`src/rtl/multdiv_if.sv`:
```
// Handshake/data bundle between the execute stage and the multiply/divide unit.
interface multdiv_if #(
    parameter int unsigned WIDTH = 32
);
    logic [WIDTH-1:0] data_operandA;
    logic [WIDTH-1:0] data_operandB;
    logic             ctrl_MULT;
    logic             ctrl_DIV;
    logic [WIDTH-1:0] data_result;
    logic             data_exception;
    logic             data_resultRDY;

    modport master (
        output data_operandA,
        output data_operandB,
        output ctrl_MULT,
        output ctrl_DIV,
        input  data_result,
        input  data_exception,
        input  data_resultRDY
    );

    modport slave (
        input  data_operandA,
        input  data_operandB,
        input  ctrl_MULT,
        input  ctrl_DIV,
        output data_result,
        output data_exception,
        output data_resultRDY
    );
endinterface

```
`src/rtl/multdiv.sv`:
```
// Iterative signed multiply (radix-2 Booth) / divide (restoring, on magnitudes).
// Fixed latency of WIDTH+1 cycles from the capture edge to the RDY pulse.
// Optional macro MULTDIV_DIV_EN: when defined the full divider is built; when
// undefined a divide start completes one cycle later with result 0, exception 1.
module multdiv #(
    parameter int unsigned WIDTH = 32
) (
    input  logic     clock,
    input  logic     reset,
    multdiv_if.slave bus
);
    localparam int unsigned PW = 2 * WIDTH + 1;
    localparam int unsigned CW = $clog2(WIDTH + 1);
    localparam logic [CW-1:0] LAST_CNT = CW'(WIDTH);

    typedef enum logic [1:0] {
        S_IDLE = 2'd0,
        S_MULT = 2'd1,
        S_DIV  = 2'd2,
        S_DONE = 2'd3
    } state_e;

    state_e           state_q;
    logic [CW-1:0]    cnt_q;
    logic [WIDTH-1:0] result_q;
    logic             exc_q;
    logic             rdy_q;

    // Booth datapath: prod_q = {accumulator, multiplier, previous multiplier bit}
    logic [WIDTH-1:0] mcand_q;
    logic [PW-1:0]    prod_q;
    logic [PW-1:0]    prod_d;
    logic [WIDTH:0]   acc_ext;
    logic [WIDTH:0]   mcand_ext;
    logic [WIDTH:0]   sum_ext;
    logic [WIDTH:0]   mul_hi;
    logic [WIDTH-1:0] mul_res_c;
    logic             mul_exc_c;

    // One Booth step; the add/sub is one bit wider so the shifted-in sign is the true sign
    always_comb begin
        acc_ext   = {prod_q[PW-1], prod_q[PW-1 -: WIDTH]};
        mcand_ext = {mcand_q[WIDTH-1], mcand_q};
        sum_ext   = acc_ext;
        case (prod_q[1:0])
            2'b01:   sum_ext = acc_ext + mcand_ext;
            2'b10:   sum_ext = acc_ext - mcand_ext;
            default: sum_ext = acc_ext;
        endcase
        prod_d = {sum_ext, prod_q[WIDTH:1]};
    end

    // Product is prod_q[PW-1:1]; it overflows unless bits [2W-1:W-1] are a pure sign extension
    always_comb begin
        mul_hi    = prod_q[PW-1:WIDTH];
        mul_res_c = prod_q[WIDTH:1];
        mul_exc_c = ~((&mul_hi) | (~|mul_hi));
    end

`ifdef MULTDIV_DIV_EN
    localparam logic [WIDTH-1:0] MIN_VAL = {1'b1, {(WIDTH-1){1'b0}}};

    logic [WIDTH-1:0] rem_q;
    logic [WIDTH-1:0] rem_d;
    logic [WIDTH-1:0] quo_q;
    logic [WIDTH-1:0] quo_d;
    logic [WIDTH-1:0] dvs_q;
    logic             neg_q;
    logic             dz_q;
    logic             ovf_q;
    logic [WIDTH:0]   rem_sh;
    logic [WIDTH:0]   rem_sub;
    logic [WIDTH-1:0] opa_mag;
    logic [WIDTH-1:0] opb_mag;
    logic [WIDTH-1:0] div_res_c;
    logic             div_exc_c;

    // Operand magnitudes at capture; -MIN wraps to 2^(W-1), which is correct unsigned
    always_comb begin
        opa_mag = bus.data_operandA[WIDTH-1] ? -bus.data_operandA : bus.data_operandA;
        opb_mag = bus.data_operandB[WIDTH-1] ? -bus.data_operandB : bus.data_operandB;
    end

    // One restoring shift-subtract step; the dividend register doubles as quotient register
    always_comb begin
        rem_sh  = {rem_q, quo_q[WIDTH-1]};
        rem_sub = rem_sh - {1'b0, dvs_q};
        if (!rem_sub[WIDTH]) begin
            rem_d = rem_sub[WIDTH-1:0];
            quo_d = {quo_q[WIDTH-2:0], 1'b1};
        end else begin
            rem_d = rem_sh[WIDTH-1:0];
            quo_d = {quo_q[WIDTH-2:0], 1'b0};
        end
    end

    // Final quotient sign fix-up and exception cases
    always_comb begin
        div_exc_c = dz_q | ovf_q;
        if (dz_q) begin
            div_res_c = '0;
        end else if (neg_q) begin
            div_res_c = -quo_q;
        end else begin
            div_res_c = quo_q;
        end
    end

    // Divider operand/iteration registers
    always_ff @(posedge clock or negedge reset) begin
        if (!reset) begin
            rem_q <= '0;
            quo_q <= '0;
            dvs_q <= '0;
            neg_q <= 1'b0;
            dz_q  <= 1'b0;
            ovf_q <= 1'b0;
        end else if (bus.ctrl_DIV && !bus.ctrl_MULT) begin
            rem_q <= '0;
            quo_q <= opa_mag;
            dvs_q <= opb_mag;
            neg_q <= bus.data_operandA[WIDTH-1] ^ bus.data_operandB[WIDTH-1];
            dz_q  <= (bus.data_operandB == '0);
            ovf_q <= (bus.data_operandA == MIN_VAL) && (bus.data_operandB == '1);
        end else if (state_q == S_DIV && cnt_q != LAST_CNT) begin
            rem_q <= rem_d;
            quo_q <= quo_d;
        end
    end
`endif

    // Control FSM, multiplier registers and registered outputs
    always_ff @(posedge clock or negedge reset) begin
        if (!reset) begin
            state_q  <= S_IDLE;
            cnt_q    <= '0;
            mcand_q  <= '0;
            prod_q   <= '0;
            result_q <= '0;
            exc_q    <= 1'b0;
            rdy_q    <= 1'b0;
        end else if (bus.ctrl_MULT) begin
            state_q <= S_MULT;
            cnt_q   <= '0;
            mcand_q <= bus.data_operandA;
            prod_q  <= {{WIDTH{1'b0}}, bus.data_operandB, 1'b0};
            rdy_q   <= 1'b0;
        end else if (bus.ctrl_DIV) begin
            state_q <= S_DIV;
            cnt_q   <= '0;
            rdy_q   <= 1'b0;
        end else begin
            case (state_q)
                S_MULT: begin
                    if (cnt_q == LAST_CNT) begin
                        result_q <= mul_res_c;
                        exc_q    <= mul_exc_c;
                        rdy_q    <= 1'b1;
                        state_q  <= S_DONE;
                    end else begin
                        prod_q <= prod_d;
                        cnt_q  <= cnt_q + CW'(1);
                    end
                end
                S_DIV: begin
`ifdef MULTDIV_DIV_EN
                    if (cnt_q == LAST_CNT) begin
                        result_q <= div_res_c;
                        exc_q    <= div_exc_c;
                        rdy_q    <= 1'b1;
                        state_q  <= S_DONE;
                    end else begin
                        cnt_q <= cnt_q + CW'(1);
                    end
`else
                    result_q <= '0;
                    exc_q    <= 1'b1;
                    rdy_q    <= 1'b1;
                    state_q  <= S_DONE;
`endif
                end
                S_DONE: begin
                    rdy_q   <= 1'b0;
                    state_q <= S_IDLE;
                end
                default: begin
                    rdy_q <= 1'b0;
                end
            endcase
        end
    end

    assign bus.data_result    = result_q;
    assign bus.data_exception = exc_q;
    assign bus.data_resultRDY = rdy_q;
endmodule

```
`src/flat_wrapper.sv`:
```
// flat-port wrapper written by rule: the top's interface ports become plain ports
module multdiv_flat 
#(
    parameter int unsigned WIDTH = 32
)
  (clock, reset, bus_data_operandA, bus_data_operandB, bus_ctrl_MULT, bus_ctrl_DIV, bus_data_result, bus_data_exception, bus_data_resultRDY);
  multdiv_if #(.WIDTH(WIDTH)) bus_i ();
  input  logic clock;
  input  logic reset;
  input wire logic [$bits(bus_i.data_operandA)-1:0] bus_data_operandA;
  input wire logic [$bits(bus_i.data_operandB)-1:0] bus_data_operandB;
  input wire logic [$bits(bus_i.ctrl_MULT)-1:0] bus_ctrl_MULT;
  input wire logic [$bits(bus_i.ctrl_DIV)-1:0] bus_ctrl_DIV;
  output wire logic [$bits(bus_i.data_result)-1:0] bus_data_result;
  output wire logic [$bits(bus_i.data_exception)-1:0] bus_data_exception;
  output wire logic [$bits(bus_i.data_resultRDY)-1:0] bus_data_resultRDY;
  assign bus_i.data_operandA = bus_data_operandA;
  assign bus_i.data_operandB = bus_data_operandB;
  assign bus_i.ctrl_MULT = bus_ctrl_MULT;
  assign bus_i.ctrl_DIV = bus_ctrl_DIV;
  assign bus_data_result = bus_i.data_result;
  assign bus_data_exception = bus_i.data_exception;
  assign bus_data_resultRDY = bus_i.data_resultRDY;
  multdiv #(.WIDTH(WIDTH)) u_core (.clock(clock), .reset(reset), .bus(bus_i));
endmodule
```
`config.mk`:
```
export PLATFORM = sky130hd
export DESIGN_NAME = multdiv_flat
export DESIGN_NICKNAME = d
export VERILOG_FILES = /design/src/rtl/multdiv_if.sv /design/src/rtl/multdiv.sv /design/src/flat_wrapper.sv
export SDC_FILE = /design/constraint.sdc
export NUM_CORES = 1
export LEC_CHECK = 0
export ABC_AREA = 0
export CAP_MARGIN = 20
export CORE_UTILIZATION = 50
export DETAILED_ROUTE_END_ITERATION = 16
export GPL_ROUTABILITY_DRIVEN = 0
export PLACE_DENSITY = 0.83
export SLEW_MARGIN = 20
export SYNTH_ARGS = -nofsm -noshare
export SYNTH_HDL_FRONTEND = slang
export SYNTH_SLANG_ARGS = --single-unit
export TNS_END_PERCENT = 10
```
`constraint.sdc`:
```
create_clock -name clock -period 3.87 [get_ports clock]
set_input_delay 0.9675 -clock clock [delete_from_list [all_inputs] [get_ports clock]]
set_output_delay 0.9675 -clock clock [all_outputs]
set_load 0.01 [all_outputs]
```
==> out/results.tsv <==
metric	value	unit
Initial Util	51.1	%
syn nets	1100	
CTS Root Cell	clkbuf_16	
Worst Setup End Kind	flop	
setup total negative slack	0	ns
clk_lat worst skew	0.43	ns
Synth Area in Adders	5.91	%
hpwl dp	15900	um
I/O pin total	102	
Tot Pwr	5.27	mW
critical path arrival	4.07	ns
Pins Over Slew Limit	0	
Routed Antenna Nets	0	
initial antenna violation count	0	
die height	135	um
Buffers on Ports	101	
YS warnings	0	
post-route clock period utilization	97.0	%
drc violations	0	
Sw Pwr	1.81	mW
Max Clk Rate	266	MHz
Max Fanout on Critical Path	5	
total number of vias	7939	
post-DR vias/cell	5.99	
Cell Rows	48	
vias in the first global route	7487	
Die ar.	18100	um2
drt wl/cell	17.3	um
LEAKAGE	4.87	nW
proportion of synthesized chip area in sequential cells	39.5	%
CP Cell Sequence	or4_4 > nor4b_4 > and2_4 > nand2_1 > nor2_4 > buf_4 > a21oi_1 > xnor2_1 > ha_1 > a21o_1 > a21o_1 > a21o_1 > nor3_1 > nand3_1 > and3_1	
Synth cell types	72	
Critical Path Start Type	flop	
status	finished clean	
syn_area_per_cell	8.88	um2
CP Class	flop to flop	
clk slew on worst S/H paths	0.06	ns
slowest stage delay, CP	0.60	ns
Critical Path RT	4.19	ns
async set or reset register ratio after synthesis	100	%
commonest cells after routing, fill and taps aside	nand2_1 (147), dfrtp_1 (139), clkdlybuf4s50_1 (99), a21oi_1 (72), o21ai_0 (69)	
DRT iter0 DRCs	686	
most common cell after layout, fill and taps aside	nand2_1	
highest-delay cell along the critical path	or4_4	
total CTS buffers	17	
Nets	1197	
DRT Wirelength	23000	um
CP dominant cell by count	a21o_1	
clock tree from TritonCTS	done	
Hold WC Path Type	flop to flop	
multiplexer share of the synthesized area	7.53	%
xor/xnor cell area share of the yosys netlist	5.47	%
clk buf depth	2	
minimum clock period	3.75	ns
Sw Share	34.4	%
Most used DFF post-synth	dfrtp_1	
gr ovfl total	0	
Comb pwr share	33.7	%
number of detailed-route iterations in the first pass	6	
final hold violation count	0	
unrepaired setup endpoints after global routing	true	
area used by multi-input combinational logic	5180	um2
pin count of the biggest net entering global routing	71	
Pint	3.46	mW
Slew HR	37.5	%
sequential share of power	35.7	%
Worst Path Buf+Inv	1	
Die W	135	um
Netlist Area Pre-Place	8800	um2
Clock power frac	30.6	%
htree depth	4	
layout cell share with drive strength beyond 1	12.3	%
Max VDD drop	0.415	mV
FF+latch count, synth	139	
Synth Area in Compound Gates	17.2	%
number of fill cells	1425	
cell count after synthesis	991	
Top delay family on crit path	simple AND/OR/NAND/NOR gates	
clk sinks	139	
P&R area growth vs syn	23.4	%
Core Region	17200	um2
clk_skew	0.00965	ns
Slew @ Worst Pin	0.937	ns
pwr/cell area	486	nW/um2
# diodes	0	
first-pass GRT wire length	36900	um
Storage cell area	3480	um2
max-cap violations	0	
largest family of logic cells by synthesized area	simple AND/OR/NAND/NOR gates	
EDFF count, synth	0	
simple-gate share of the synthesized area	20.9	%
overall routing resource usage	25.8	%
Finish-stage setup viols	0	
-- layout make-up --
| class | count | area share (%) |
|---|---|---|
| multi-input cells | 774 | 47.7 |
| flip-flops and latches | 139 | 32.0 |
| repair buffers | 129 | 11.5 |
| clock buffers | 20 | 4.02 |
| well taps | 225 | 2.59 |
| clock inverters | 12 | 1.30 |
| inverters | 27 | 0.933 |
-- logic make-up (layout without fill, tap and decap cells) --
logic type	count (synthesis)	in the layout
buffers and inverters	78	188
XOR/XNOR	55	55
adder cells (fa/ha/maj)	41	41
AO/OA/AOI/OAI	247	247
multiplexers	63	63
AND/OR/NAND/NOR	368	368
flip-flops	139	139
-- registers in the layout, indices dropped and copies added (netlist names) --
register,cells
u_core.bus.data_result,32
u_core.cnt_q,6
u_core.prod_q,65
u_core.bus.data_resultRDY,1
u_core.mcand_q,32
u_core.bus.data_exception,1
u_core.state_q,2
-- what timing repair did --
item	CTS	global route
pin swaps	0	14
hold buffers	0	0
endpoints found under the setup margin	3	11
buffers inserted	0	6
resized for setup	2	33
-- layer usage --
layer | global-route usage [%] | vias up | part of all wire [%]
li1 | - | 3759 | -
met1 | 35.1 | 3754 | 44
met2 | 40.2 | 364 | 45
met3 | 4.88 | 62 | 7.5
met4 | 11.0 | 0 | 3.4
met5 | 0 | - | 0
-- through the flow --
step	setup slack, ns	utilization (%)	instances	hold WS, ns	cell area, um2
after global routing	-0.0659	63.0	1326	0.488	10900
after detailed placement	-0.00460	58.5	1288	0.455	10100
final	0.116	63.0	1326	0.466	10900
after global placement	0.0897	58.5	1288	0.449	10100
after CTS	0.0177	62.0	1320	0.469	10700
after floorplan	0.277	-	991	0.496	8800
-- worst min-delay path, delay by kind of cell (launching register included) --
kind          cells  cell delay, ns
simple gates      2            0.10
flops             1            0.34
-- power by group through the flow --
stage               registers (mW)  logic [mW]  clock network (mW)
floorplan                     1.91        1.01                   0
global placement              1.89        1.65                   0
detailed placement            1.90        1.69                   0
CTS                           1.88        1.71                1.63
global route                  1.91        1.95                1.70
finish                        1.88        1.78                1.61
-- path summary, 6_finish.rpt --
kind	startpoint	end	slack [ns]	depth (start not counted)
worst max-delay path	u_core.mcand_q[6]	u_core.prod_q[64]	0.12	15
worst min-delay path	u_core.bus.data_result[7]	u_core.bus.data_result[7]	0.47	2
worst max register to register	u_core.mcand_q[6]	u_core.prod_q[64]	0.12	15
worst min register to register	u_core.bus.data_result[7]	u_core.bus.data_result[7]	0.47	2
max in group asynchronous	reset	u_core.mcand_q[17]	2.54	2
min in group asynchronous	reset	u_core.bus.data_result[21]	0.54	1
-- cell usage after synthesis (all sizes together) (2+ instances only) --
cell / count / share of area (%)
a211oi: 13 / 1.1
xor2: 14 / 1.4
or4: 5 / 0.55
a41oi: 5 / 0.58
o211ai: 10 / 0.85
nor2b: 5 / 0.36
nand2b: 2 / 0.14
nor3b: 2 / 0.17
o31ai: 4 / 0.34
a31o: 3 / 0.30
inv: 26 / 1.1
o21ai: 76 / 4.3
and3: 17 / 1.2
mux2: 26 / 3.3
nand4: 13 / 0.92
o21bai: 3 / 0.26
nand2: 149 / 6.4
a21oi: 78 / 4.5
a21o: 10 / 0.88
a221oi: 2 / 0.20
a311oi: 4 / 0.40
nand3: 21 / 1.2
buf: 9 / 0.51
nor2: 65 / 2.8
o211a: 6 / 0.68
and4: 2 / 0.21
o311ai: 2 / 0.20
a31oi: 6 / 0.43
o22ai: 9 / 0.64
or2: 2 / 0.14
xnor2: 41 / 4.1
mux2i: 37 / 4.2
nor4b: 3 / 0.44
nand3b: 31 / 2.6
nor3: 20 / 1.3
or3: 9 / 0.65
dfrtp: 139 / 40
clkbuf: 42 / 1.8
ha: 40 / 5.7
a21boi: 2 / 0.21
and2: 5 / 0.36
o21a: 6 / 0.51
nor4: 15 / 1.2
(Power assumes the default switching activity.)
